## src/rtl/urna_pkg.sv

```systemverilog
// Shared constants for the vote-tally block: candidate codes, FSM states, widths.
// Pure declarations, no logic.
// Imported by apuracao and contador_voto.
package urna_pkg;

  localparam int CNT_W  = 8;
  localparam int TOT_W  = 10;
  localparam int N_CAND = 5;

  localparam logic [2:0] IDX_ARTHUR  = 3'd0;
  localparam logic [2:0] IDX_LEANDRO = 3'd1;
  localparam logic [2:0] IDX_MATEUS  = 3'd2;
  localparam logic [2:0] IDX_PABLO   = 3'd3;
  localparam logic [2:0] IDX_NULO    = 3'd4;
  localparam logic [2:0] NENHUM      = 3'd7;

  localparam logic [1:0] VOTO_NOMINAL = 2'd1;
  localparam logic [1:0] VOTO_NULO    = 2'd3;

  typedef enum logic [1:0] {
    CONTANDO  = 2'd0,
    APURANDO  = 2'd1,
    RESULTADO = 2'd2
  } estado_t;

endpackage

```

## src/rtl/contador_voto.sv

```systemverilog
// Per-candidate rising-edge detector plus 8-bit vote counter.
// Latency: count updates on the clock edge that first samples the flag high.
// Config: APURACAO_SATURATE_EN makes the count stick at 255, otherwise it wraps.
module contador_voto
  import urna_pkg::*;
(
  input  logic             clock,
  input  logic             reset,
  input  logic             flag,
  input  logic             enable,
  output logic             rise,
  output logic [CNT_W-1:0] count
);

  logic prev;

  assign rise = flag & ~prev;

  // Edge register always follows the flag; count advances only when granted.
  always_ff @(posedge clock or negedge reset) begin
    if (!reset) begin
      prev  <= 1'b0;
      count <= '0;
    end else begin
      prev <= flag;
`ifdef APURACAO_SATURATE_EN
      if (enable && (count != '1)) count <= count + 1'b1;
`else
      if (enable) count <= count + 1'b1;
`endif
    end
  end

endmodule

```

## src/rtl/apuracao.sv

```systemverilog
// Ballot tally: counts edge-qualified votes, then scans counts 0..3 for winner/tie.
// Latency: count +1 cycle after edge; result 5 cycles after the finish rising edge.
// Config: APURACAO_SATURATE_EN selects saturating (vs wrapping) candidate counts.
module apuracao
  import urna_pkg::*;
(
  input  logic             clock,
  input  logic             reset,
  input  logic             candidatoArthur,
  input  logic             candidatoLeandro,
  input  logic             candidatoMateus,
  input  logic             candidatoPablo,
  input  logic             candidatoNulo,
  input  logic [1:0]       votoValido,
  input  logic             finish,
  input  logic [2:0]       sel,
  output logic [CNT_W-1:0] contagem,
  output logic [TOT_W-1:0] total,
  output logic [2:0]       vencedor,
  output logic             empate,
  output logic             resultadoPronto
);

  estado_t state, state_nx;

  logic [N_CAND-1:0] flags, rise, acc, grant, enable;
  logic [CNT_W-1:0]  cnt [N_CAND];
  logic              fin_prev, fin_rise;
  logic              counting, scanning, start, scan_last;

  logic [1:0]        idx;
  logic [CNT_W-1:0]  best, best_nx, cur;
  logic [2:0]        win, win_nx;
  logic              tie, tie_nx;

  assign flags = {candidatoNulo, candidatoPablo, candidatoMateus,
                  candidatoLeandro, candidatoArthur};

  // Named candidates need votoValido=1, Nulo needs 3; lowest index wins ties.
  assign acc    = rise & {votoValido == VOTO_NULO, {4{votoValido == VOTO_NOMINAL}}};
  assign grant  = acc & (~acc + 5'd1);
  assign enable = grant & {N_CAND{counting}};

  for (genvar g = 0; g < N_CAND; g++) begin : g_cont
    contador_voto u_cont (
      .clock  (clock),
      .reset  (reset),
      .flag   (flags[g]),
      .enable (enable[g]),
      .rise   (rise[g]),
      .count  (cnt[g])
    );
  end

  assign fin_rise  = finish & ~fin_prev;
  assign scan_last = scanning && (idx == 2'd3);

  // State register plus finish edge tracker (tracked in every state).
  always_ff @(posedge clock or negedge reset) begin
    if (!reset) begin
      state    <= CONTANDO;
      fin_prev <= 1'b0;
    end else begin
      state    <= state_nx;
      fin_prev <= finish;
    end
  end

  // Next-state: count until finish rises, scan four slots, hold until finish drops.
  always_comb begin
    state_nx = state;
    case (state)
      CONTANDO:  if (fin_rise)  state_nx = APURANDO;
      APURANDO:  if (scan_last) state_nx = RESULTADO;
      RESULTADO: if (!finish)   state_nx = CONTANDO;
      default:                  state_nx = CONTANDO;
    endcase
  end

  // FSM-decoded controls.
  always_comb begin
    counting        = (state == CONTANDO);
    scanning        = (state == APURANDO);
    resultadoPronto = (state == RESULTADO);
    start           = counting && fin_rise;
  end

  // One compare step of the winner scan on the slot addressed by idx.
  always_comb begin
    case (idx)
      2'd0:    cur = cnt[0];
      2'd1:    cur = cnt[1];
      2'd2:    cur = cnt[2];
      default: cur = cnt[3];
    endcase
    best_nx = best;
    win_nx  = win;
    tie_nx  = tie;
    if (cur > best) begin
      best_nx = cur;
      win_nx  = {1'b0, idx};
      tie_nx  = 1'b0;
    end else if ((cur == best) && (best != '0)) begin
      tie_nx = 1'b1;
    end
  end

  // Scan working registers; published result only changes on the final slot.
  always_ff @(posedge clock or negedge reset) begin
    if (!reset) begin
      idx      <= 2'd0;
      best     <= '0;
      win      <= NENHUM;
      tie      <= 1'b0;
      vencedor <= NENHUM;
      empate   <= 1'b0;
    end else if (start) begin
      idx  <= 2'd0;
      best <= '0;
      win  <= NENHUM;
      tie  <= 1'b0;
    end else if (scanning) begin
      idx  <= idx + 2'd1;
      best <= best_nx;
      win  <= win_nx;
      tie  <= tie_nx;
      if (scan_last) begin
        vencedor <= win_nx;
        empate   <= tie_nx;
      end
    end
  end

  // Total of accepted votes, saturating at full scale.
  always_ff @(posedge clock or negedge reset) begin
    if (!reset) begin
      total <= '0;
    end else if ((|enable) && (total != '1)) begin
      total <= total + 1'b1;
    end
  end

  // Combinational count readback; unused select codes read zero.
  always_comb begin
    contagem = '0;
    case (sel)
      IDX_ARTHUR:  contagem = cnt[0];
      IDX_LEANDRO: contagem = cnt[1];
      IDX_MATEUS:  contagem = cnt[2];
      IDX_PABLO:   contagem = cnt[3];
      IDX_NULO:    contagem = cnt[4];
      default:     contagem = '0;
    endcase
  end

endmodule

```

## config.mk

```make
export PLATFORM = sky130hd
export DESIGN_NAME = apuracao
export DESIGN_NICKNAME = d
export VERILOG_FILES = /design/src/rtl/urna_pkg.sv /design/src/rtl/contador_voto.sv /design/src/rtl/apuracao.sv
export SDC_FILE = /design/constraint.sdc
export NUM_CORES = 1
export LEC_CHECK = 0
export ABC_CLOCK_PERIOD_IN_PS = 3800
export BUFFER_PORTS_ARGS = -buffer_cell sky130_fd_sc_hd__buf_2
export CELL_PAD_IN_SITES_DETAIL_PLACEMENT = 2
export CELL_PAD_IN_SITES_GLOBAL_PLACEMENT = 2
export CORE_MARGIN = 5
export CORE_UTILIZATION = 32
export CTS_CLUSTER_DIAMETER = 150
export DETAILED_ROUTE_END_ITERATION = 8
export PLACE_DENSITY_LB_ADDON = 0.12
export SLEW_MARGIN = 25
export SYNTH_ARGS = -nofsm -noshare
export SYNTH_HDL_FRONTEND = slang
export SYNTH_SLANG_ARGS = --single-unit
export TNS_END_PERCENT = 20
```

## constraint.sdc

```tcl
create_clock -name clock -period 3.8 [get_ports clock]
set_input_delay 0.95 -clock clock [delete_from_list [all_inputs] [get_ports clock]]
set_output_delay 0.95 -clock clock [all_outputs]
set_load 0.005 [all_outputs]
```

* After elaboration in Yosys (flattened, before gate mapping)
Cells that the tools add are included.
** Operators by class
- Add/sub/neg operators :: 8
- Reduce and logical (&&, ||, !) cells :: 14
- Equal/unequal tests :: 16
- Mux-type cells :: 18
- $lt $le $gt $ge :: 1
- Bitwise logic cells :: 17
** Operator list (number)
- 8-bit by 1-bit adder with 8-bit output, second input constant :: 5
- 8-bit one-hot mux with 5 select lines :: 1
- 8-bit two-way mux :: 3
- 8-bit one-hot mux with 3 select lines :: 1
- 5-bit bitwise AND :: 3
- 10-bit by 1-bit adder with 10-bit output, second input constant :: 1
- 2-bit two-way mux :: 5
- 10-bit != test, second input constant :: 1
- 3-bit two-way mux :: 3
- 2-bit equality test, second input constant :: 4
- 8-bit equality test :: 1
- 8-bit > comparator :: 1
- 8-bit nonzero test :: 1
- 1-bit inverter :: 7
- 1-bit bitwise AND :: 6
- 2-bit by 1-bit equality test with 1-bit output, second input constant :: 3
- 3-bit by 2-bit equality test with 1-bit output, second input constant :: 2
- 2-bit one-hot mux with 3 select lines :: 1
- 3-bit AND reduction :: 2
- 5-bit by 1-bit adder with 5-bit output, second input constant :: 1
- 5-bit inverter :: 1
- 5-bit OR reduction :: 1
- 1-bit logical AND :: 4
- 2-bit logical NOT :: 2
- 9 further kinds :: 14
** Word-level totals
- Register bits :: 76
- Bits of input ports :: 13
- Output and inout port bits :: 23
- Logic and storage cells :: 93

* Depth between registers and ports, before layout
- Depth in word-level cells :: 9
- Mapped depth :: 13
- Mapped depth without buffers :: 11

* Hierarchy
From an unflattened synthesis, not the netlist that was laid out.
** Second synthesis, totals
- Cells, all modules :: 390
- Area total of the unflattened synthesis :: 4066.4 um^2
** By module, submodules not included
- apuracao :: area each 2252.2 um^2, seq. area each 783.3 um^2, cells each 250, times used 1
- contador_voto :: area each 362.8 um^2, seq. area each 225.2 um^2, cells each 28, times used 5

* Worst setup path before layout
Ideal clock, no wire load.
- Kind :: flip-flop to flip-flop
- Start :: register idx[0]
- End :: register best[3]
- Clock period less this slack :: 2998 ps
- Path buffers :: 2
- Data required time :: 3675 ps
- Data arrival time :: 2873 ps
- Setup time :: 125 ps
- Cell stages (with the launch flop) :: 13
- Path slack :: 802 ps
- Path through :: dfrtp_1 inv_1 ha_1 clkbuf_1 a222oi_1 a21oi_1 ha_1 a211oi_1 nor2_1 o41ai_4 nor2_2 buf_2 mux2_2
** On the way
- Word-level cells in the longest chain between the ends :: 5
- Elaborated cells between the ends (all ways) :: 10
- Those cells by class :: order compare: 1; eq/ne: 2; mux: 4; reduce/logical: 3
** RTL lines
- start, declared :: line apuracao.sv:31 : logic [1:0] idx;
- start signal, assigned :: line apuracao.sv:123 : idx <= idx + 2'd1;
- 2-bit equality test (tied with other cells) :: line apuracao.sv:90 : case (idx)
- 8-bit one-hot mux with 3 select lines * :: line apuracao.sv:90
- 8-bit > comparator or 8-bit two-way mux (tied branches) :: line apuracao.sv:99 : if (cur > best) begin
- 2-bit nonzero test (no source line) or 8-bit two-way mux (tied branches)
- 2-bit AND reduction (no source line) or 8-bit two-way mux (tied branches)
- end signal, assigned :: line apuracao.sv:124 : best <= best_nx;
- end, declared :: line apuracao.sv:32 : logic [CNT_W-1:0] best, best_nx, cur;
Mark *: on every way between the ends. The rest lies on a longest branch, timed or not. The select of a mux whose other input is x is not followed.
A chain may end at the register's enable or synchronous reset.

* Worst setup path in the final report
- Start :: register idx[0]
- End :: register best[4]
The elaborated chain is that of the path after synthesis.

==> summary.md <==
| Metric | Value |
|---|---|
| Status | finished clean |
| Number of antenna repair diodes | 0 |
| Maxcap violations | 0 |
| Gr busiest metal | met2 |
| Core ar. | around 0.012 mm2 |
| Final Setup Violations | 0 |
| Layout net count | 438 |
| Core Rows | 40 |
| Initial antenna violation count | 0 |
| Setup TNS | 0 ns |
| Hpwl dp | between 8 and 9 mm |
| Largest net degree at the start of global routing | 77 |
| Post-synthesis cell type count | 43 |
| Netlist Area Pre-Place | between 0.004 and 0.005 mm2 |
| Layout Skew | 0.00562 ns |
| Vias per cell | between 5 and 6 |
| Synth warn | 0 |
| Synth area leader | dfrtp_1 |
| Placer congestion estimate | 0.768 |
| Die X | roughly 120 um |
| R2r worst-path depth | 10 |
| Htree depth | 3 |
| Critical Path Max Stage Delay | between 0.5 and 0.6 ns |
| Cells after Synth | 371 |
| TritonCTS Buffers | 9 |
| Post-layout min period | between 3 and 4 ns |
| Clock transition at the registers of the reported paths | around 0.06 ns |
| Drt pass-1 iters | 5 |
| P&R area growth vs syn | 17.5% |
| Hold_buf cts | 0 |
| Post-CTS setup buffers | 0 |
| Rel. slew slack | 47.8% |
| Largest cells by area after synthesis | dfrtp_1, xnor2_1, ha_1, mux2_2, dfstp_2 |
| Sequential-to-total area share from yosys stat | between 40% and 50% |
| Synth Register Bits | 76 |
| WL per Instance | between 15 and 20 um |
| CTS Root Cell | clkbuf_16 |
| DRC viols | 0 |
| Fin. Hold Viols | 0 |
| WP data required | 4.03 ns |
| Global Route Usage Sum | between 10% and 20% |
| RSZ-0062 raised after global routing | false |
| Slowest cell on crit path | nor2_2 |
| Fmax | ~290 MHz |
| Crit-path max FO | 12 |
| Switching share of power | 37.0% |
| Clock sinks | between 70 and 80 |
| Total grt overflow | 0 |
| Area fraction of the dominant cell type after synthesis | 43.8% |
| Proportion of power drawn by the clock network | about 29% |
| Placed inst area | around 0.0044 mm2 |
| Peak supply drop | 286 uV |
| Final period utilization | roughly 90% |
| Async SR Flop Fraction | 100% |
| Min-delay src | total[6]$_DFFE_PN0P_ |
| Final WL | 11.2 mm |
| CP cell instances | inv_1, ha_1, a222oi_1, a21oi_1, ha_1, nand4_1, a211oi_1, o41ai_4, nor2_2, mux2_2 |
| Critical R2R Capture | best[4]$_DFFE_PN0P_ |
| Hold worst-path end | total[6]$_DFFE_PN0P_ |
| RR Startpoint | idx[0]$_DFFE_PN0P_ |
| Routed vias | 3018 |
| CP arrival | 3.66 ns |
| Vias in the first global route | ~3300 |
| Met1 global-route usage | 21.1% |
| IO Port Bufs | 35 |
| Pwr Density | between 700 and 800 mW/mm2 |
| PostCTS Resize Cnt | 0 |
| Worst slew pin tran | between 0.7 and 0.8 ns |
| Sequential share of power | roughly 37% |
| Worst setup EP type | register |
| Fin area | between 0.004 and 0.005 mm2 |
| CTS tree | built |
| Worst hold path class | register to register |
| Met3 Track Usage GR | 2.69% |
| Comb pwr share | about a third |
| Layout cell share with drive strength beyond 1 | a little over a fifth |
| Worst skew pair latency | ~0.34 ns |
| Die height | 122 um |
| Initial Util | roughly 33% |
| Hold path depth | 1 |
| Fin. max-slew vios | 0 |
| Die ar. | between 0.01 and 0.015 mm2 |
| Post-route ant nets | 0 |
| I/O pin total | 36 |
| Grt met2 use | 26.7% |
| Setup Crit Path Kind | register to register |
| Main synth FF type | dfrtp_1 |
| Average cell area after synthesis | around 11 um2 |
| Leakage power total | 0.00208 uW |
| Synth Net Count | about 400 |
| Number of synthesized flops with an enable pin | 0 |
| Iteration-0 DRC Markers | roughly 160 |
| R2R setup slack | 0.36 ns |
| Crit start category | register |
| Max clock buf depth | 2 |
| Internal | 2140 uW |
| First-pass GRT wire length | 18.2 mm |
| Sw power | 1260 uW |
| Cell mode on critical path | ha_1 |
## cell usage in the layout, fill, tap and decap left out, drive strengths merged, types with 2 or more instances in the layout
cell type and instances:
nor3 5, nand2 28, nand3 21, nand4 13, dfrtp 70, dfstp 6
nor2b 4, clkbuf 11, bufinv 2, a222oi 8, a21oi 8, a22oi 14
mux2i 6, buf 37, nor4 3, nand4b 2, clkinv 2, xor2 8
o22ai 7, xnor2 36, inv 16, nand2b 7, and4 2, ha 18
or3 2, o21ai 11, mux2 19, nand3b 2, a211oi 2, nor2 25
and3 7
## synthesized netlist by cell type (2+ instances only)
cell type	number
nand2_1	28
nand4b_1	2
o21ai_0	11
xor2_1	8
a211oi_1	2
or3_1	2
dfrtp_1	70
xnor2_1	36
nand2b_1	7
mux2_2	19
dfstp_2	6
mux2i_1	6
a21oi_1	8
a222oi_1	8
nor3_1	5
ha_1	18
a22oi_1	14
clkbuf_1	11
inv_1	15
nor2b_1	4
o22ai_1	7
and3_1	7
nand4_1	13
nor2_1	23
nand3b_1	2
nand3_2	2
nor4_1	3
nand3_1	19
## area by class of cell
| type | count | area, um2 |
|---|---|---|
| clock buffer | 11 | 253 |
| clock inverter | 5 | 82.6 |
| fill | 1269 | 7460 |
| inverter | 15 | 56.3 |
| multi-input combinational | 268 | 2000 |
| sequential | 76 | 1910 |
| tap | 168 | 210 |
| timing repair buffer | 37 | 196 |
## cell families (layout without fill, tap and decap cells)
logic type / count (synthesis) / in the layout / share of synthesized area (%)
AO/OA/AOI/OAI: 55 / 55 / 10.2
XOR/XNOR: 44 / 44 / 9.63
adder cells (fa/ha/maj): 18 / 18 / 5.63
buffers and inverters: 27 / 68 / 2.56
flip-flops: 76 / 76 / 47.7
multiplexers: 26 / 26 / 7.41
AND/OR/NAND/NOR: 125 / 125 / 16.9
## how the worst max path moves through the flow
stage,cells past startpoint,endpoint,slack (ns),startpoint
after floorplan,12,best[3]$_DFFE_PN0P_,0.80,idx[0]$_DFFE_PN0P_
after global placement,10,best[6]$_DFFE_PN0P_,0.50,idx[0]$_DFFE_PN0P_
after detailed placement,10,best[3]$_DFFE_PN0P_,0.37,idx[0]$_DFFE_PN0P_
after CTS,10,best[4]$_DFFE_PN0P_,0.31,idx[0]$_DFFE_PN0P_
after global routing,10,best[3]$_DFFE_PN0P_,0.08,idx[0]$_DFFE_PN0P_
final,10,best[4]$_DFFE_PN0P_,0.36,idx[0]$_DFFE_PN0P_
## power groups by stage
stage          sequential [uW]  clock [uW]  combinational, uW
2_1_floorplan             1180           0                867
3_3_place_gp              1250           0               1150
3_5_place_dp              1260           0               1200
4_1_cts                   1250        1000               1220
5_1_grt                   1280        1030               1330
6_report                  1240         976               1180
## flip-flops by register name, indices dropped and copies added (netlist names)
register and count:
vencedor 3, idx 2, tie 1, state 2, best 8, total 10
g_cont.u_cont.prev 5, fin_prev 1, win 3, g_cont.u_cont.count 40, empate 1
## worst max-delay path: cells and delay by family, from the launching register on
family,cells,cell delay [ns]
adder cells (fa/ha/maj),2,0.65
AND/OR/NAND/NOR,2,0.69
buffers and inverters,1,0.11
AO/OA/AOI/OAI,4,1.03
flip-flops,1,0.43
multiplexers,1,0.41
## stage by stage
stage | util, % | hold WS (ns) | total power, uW | instances | setup slack (ns)
6_report | 38.7 | 0.485 | 3400 | 580 | 0.362
5_1_grt | 38.7 | 0.513 | 3640 | 580 | 0.0779
4_1_cts | 38.7 | 0.491 | 3460 | 580 | 0.310
3_5_place_dp | 35.9 | 0.478 | 2460 | 564 | 0.369
3_3_place_gp | 35.9 | 0.466 | 2400 | 564 | 0.505
2_1_floorplan | - | 0.446 | 2040 | 371 | 0.802
## per-layer routing
layer	vias to the layer above	share of wire [%]
li1	1415	-
met1	1547	47
met2	46	49
met3	10	2.6
met4	0	1.4
met5	-	0
Power figures use the tool's default switching activity.
